## src/rtl/v_rams_02b_dmem.sv

```systemverilog
// Byte-addressable 32-bit data memory: asynchronous word read, synchronous word/byte store.
// Optional macro HALFWORD_STORE_EN turns we=2'b10 into a halfword store.
module v_rams_02b_dmem #(
    parameter int ADDR_WIDTH = 6
) (
    input  logic        clk,
    input  logic        rst,
    input  logic [31:0] indata,
    input  logic [31:0] daddr,
    input  logic [1:0]  we,
    output logic [31:0] outdata
);

    localparam int DEPTH = 1 << ADDR_WIDTH;

    typedef enum logic [1:0] {
        WE_READ = 2'b00,
        WE_WORD = 2'b01,
        WE_HALF = 2'b10,
        WE_BYTE = 2'b11
    } we_mode_e;

    logic [31:0]           mem_q [DEPTH];
    logic [31:0]           mem_d [DEPTH];
    logic [ADDR_WIDTH-1:0] word_idx;
    logic [1:0]            byte_lane;
    we_mode_e              mode;
    logic                  unused_addr_bits;

    // Upper address bits are dropped, so addresses alias modulo the depth.
    assign word_idx         = daddr[ADDR_WIDTH+1:2];
    assign byte_lane        = daddr[1:0];
    assign mode             = we_mode_e'(we);
    assign unused_addr_bits = ^daddr[31:ADDR_WIDTH+2];

    assign outdata = mem_q[word_idx];

    // NOTE: start from the current contents so every path assigns mem_d and no latch is inferred.
    always_comb begin
        mem_d = mem_q;
        case (mode)
            WE_WORD: mem_d[word_idx] = indata;
            WE_BYTE: mem_d[word_idx][{byte_lane, 3'b000} +: 8] = indata[7:0];
`ifdef HALFWORD_STORE_EN
            WE_HALF: mem_d[word_idx][{byte_lane[1], 4'b0000} +: 16] = indata[15:0];
`endif
            default: ;
        endcase
    end

    // NOTE: the array is a plain register file, so it can be (and must be) cleared by reset;
    // non-blocking assignments keep the read path showing old data until the edge.
    always_ff @(posedge clk) begin
        if (rst) begin
            for (int i = 0; i < DEPTH; i++) begin
                mem_q[i] <= '0;
            end
        end else begin
            mem_q <= mem_d;
        end
    end

endmodule

```

## config.mk

```make
export PLATFORM = sky130hd
export DESIGN_NAME = v_rams_02b_dmem
export DESIGN_NICKNAME = d
export VERILOG_FILES = /design/src/rtl/v_rams_02b_dmem.sv
export SDC_FILE = /design/constraint.sdc
export NUM_CORES = 2
export LEC_CHECK = 0
export BUFFER_PORTS_ARGS = -buffer_cell sky130_fd_sc_hd__buf_4
export CORE_MARGIN = 3
export CORE_UTILIZATION = 45
export CTS_BUF_LIST = sky130_fd_sc_hd__clkbuf_8
export DETAILED_ROUTE_END_ITERATION = 16
export PLACE_DENSITY = 0.58
export SYNTH_ARGS = -nofsm -noshare
export SYNTH_HDL_FRONTEND = slang
export SYNTH_SLANG_ARGS = --single-unit
```

## constraint.sdc

```tcl
create_clock -name clk -period 4.8 [get_ports clk]
set_input_delay 1.2 -clock clk [delete_from_list [all_inputs] [get_ports clk]]
set_output_delay 1.2 -clock clk [all_outputs]
set_load 0.01 [all_outputs]
```

==> results by group <==
Status
  – Status: finished with violations
  – Failing checks: negative setup slack

Yosys
  – Library cells used by synthesis: 70
  – Cells after Synth: 10300
  – Seq cells post-synth: 2048
  – Number of synthesized flops with an enable pin: 0
  – Ys async rst share: 0%
  – YS warnings: 0
  – Synth Cell Area: 0.0883 sq mm
  – Avg Inst Size Synth: 8.54 sq um
  – Most used DFF post-synth: dfxtp_1
  – Syn nets: 10400
  – Register area share after synthesis: 46.4%

STA
  – Fmax: 206 MHz
  – Tcrit/Tclk final: 101%
  – PnR worst setup slack: -53.9 ps
  – Final Hold Vio Count: 0
  – Fin. max-slew vios: 0
  – Slew at the pin closest to its max-slew limit: 1330 ps
  – Setup violations, final: 5
  – RSZ-0062 raised after global routing: yes
  – Minimum clock period: 4850 ps
  – Worst Skew: 0 ps
  – Worst relative slew slack: 11.0%

Floorplanning
  – Die Y: 449 microns
  – Site row count: 161
  – Die W: 449 microns
  – IO Pins: 100
  – Initial core utilization: 45.5%
  – Core region area: 0.194 sq mm
  – Die ar.: 0.202 sq mm

Layout
  – Max reg flops: 2048
  – Commonest non-fill, non-tap cell in the layout: nor2_1
  – Commonest non-fill, non-tap cells in the layout: nor2_1 (2793), dfxtp_1 (2048), a211oi_1 (1398)
  – Layout cell share with drive strength beyond 1: 17.4%
  – Fillers: 17900
  – Biggest regs: mem_q: 2048 flops
  – Largest Register: mem_q
  – Post-route cell area: 0.104 sq mm
  – Final Util: 53.9%
  – Layout area overhead: 18.4%
  – NumNets Final: 10500

Setup path
  – Cells on worst reg2reg path: 2
  – Worst setup EP type: output pin
  – WP data arrival: 3650 ps
  – Critical path required time: 3600 ps
  – Crit Path Category: in2out
  – Crit Path Max Fanout: 17
  – Crit start category: input pin

CTS
  – Clock sink total: 2048
  – Root Buffer Master: clkbuf_8
  – CTS tree: done
  – Hold-fix buffers, CTS: 0
  – Skew-Pair Late Insertion Delay: 1060 ps
  – Clock-pin transition on the worst setup and hold timing paths: 50 ps
  – CTS max path bufs: 4
  – H-tree levels: 5
  – Num CTS Buffers: 367

Placed design
  – Dpl ws: -652 ps
  – GPL Wtd Cong: 0.888
  – Placed cell areas: 0.0952 sq mm
  – Buffers on Ports: 75
  – Post-DP HPWL: 213000 microns

Hold path
  – Worst min-delay path category: reg2reg
  – Hold path cells: 2

GRT
  – First-pass GRT wire length: 503000 microns
  – Antenna violations before repair: 10
  – GRT overflow: 0
  – Largest net degree at the start of global routing: 199
  – Tot GR Track Use: 32.2%
  – Vias in the first global route: 76500

Power and ir drop
  – PwrDens: 352 mW/mm^2
  – Final Power: 36.8 mW
  – Leakage: 36.1 nW
  – Peak supply drop: 0.000294 V

Routing
  – Via/cell ratio: 6.17
  – Drt total wl: 341000 microns
  – Remaining antenna violation count: 0
  – Router iterations before antenna repair: 8
  – Drc violations: 0
  – Vias post-DR: 82100
  – Starting DRC count in detailed routing: 8807
  – WL/cell: 25.6 microns

Job
  – Max-cap violations: 0
==> metal layers <==
metal / routed length (microns) / GRT usage (%)
met2: 152000 / 50.4
met5: 58 / 0
met3: 27900 / 6.01
met4: 19500 / 17.3
met1: 141000 / 42.2
==> worst max-delay path, cell delays in order <==
cell and delay, ps:
buf_16 160, buf_12 170, inv_8 140, buf_12 170, buf_16 170, a21oi_1 90, o41ai_4 370, buf_4 190
nand4_1 210, a2111o_1 540, buf_6 170
==> timing repair <==
item	4_1_cts	5_1_grt
gates cloned	11	5
endpoints found under the setup margin	28	27
pin swaps	37	19
buffers inserted	45	11
gates resized for setup	127	80
==> where the power goes <==
part	switching (mW)	total [mW]	internal [mW]	leakage, nW
registers	0.0365	17.1	17.1	16.5
logic	2.33	3.41	1.07	15.4
clock network	7.32	16.3	8.95	4.16
total	9.69	36.8	27.1	36.1
==> cell type report <==
cell class | instances | area, sq um | area share [%]
flip-flops and latches | 2048 | 41000 | 39.2
multi-input cells | 7135 | 43500 | 41.6
well taps | 2608 | 3260 | 3.12
inverters | 5 | 42.5 | 0.0407
diodes | 10 | 25.0 | 0.0239
clock buffers | 475 | 6540 | 6.26
repair buffers | 880 | 9470 | 9.06
clock inverters | 144 | 686 | 0.656
==> kinds of logic after synthesis <==
family                     synth area share [%]
and+or+nand+nor                            18.4
muxes                                      2.62
AOI/OAI and AO/OA                          26.7
DFF                                        46.4
adders and majority gates                0.0709
buffers and inverters                      5.75
==> per-stage QoR <==
step	hold slack, ps	setup TNS [ps]	std cells
2_1_floorplan	432	0	10300
3_3_place_gp	442	-4700	12600
3_5_place_dp	446	-5010	12600
4_1_cts	454	-131	13300
5_1_grt	469	-118	13300
6_report	454	-136	13300
==> final timing paths <==
path	start	end	slack, ps
min reg2reg	mem_q[294]$_SDFFE_PP0P_	mem_q[294]$_SDFFE_PP0P_	450
min	mem_q[294]$_SDFFE_PP0P_	mem_q[294]$_SDFFE_PP0P_	450
max reg2reg	mem_q[8]$_SDFFE_PP0P_	mem_q[8]$_SDFFE_PP0P_	3990
max	daddr[4]	outdata[20]	-50
==> Yosys cell counts (all sizes together) (75+ instances only) <==
cell,n,area [sq um]
a211oi,1400,10500
a21oi,822,4110
a221oi,469,4120
a22oi,105,788
and3b,84,736
buf,472,2510
clkbuf,677,2540
dfxtp,2048,41000
mux2,96,1080
nand2,97,364
nand3,139,718
nand3b,135,1010
nor2,2833,10700
o21ai,124,621
o22ai,125,782
or3b,75,657
Power figures use the tool's default switching activity.
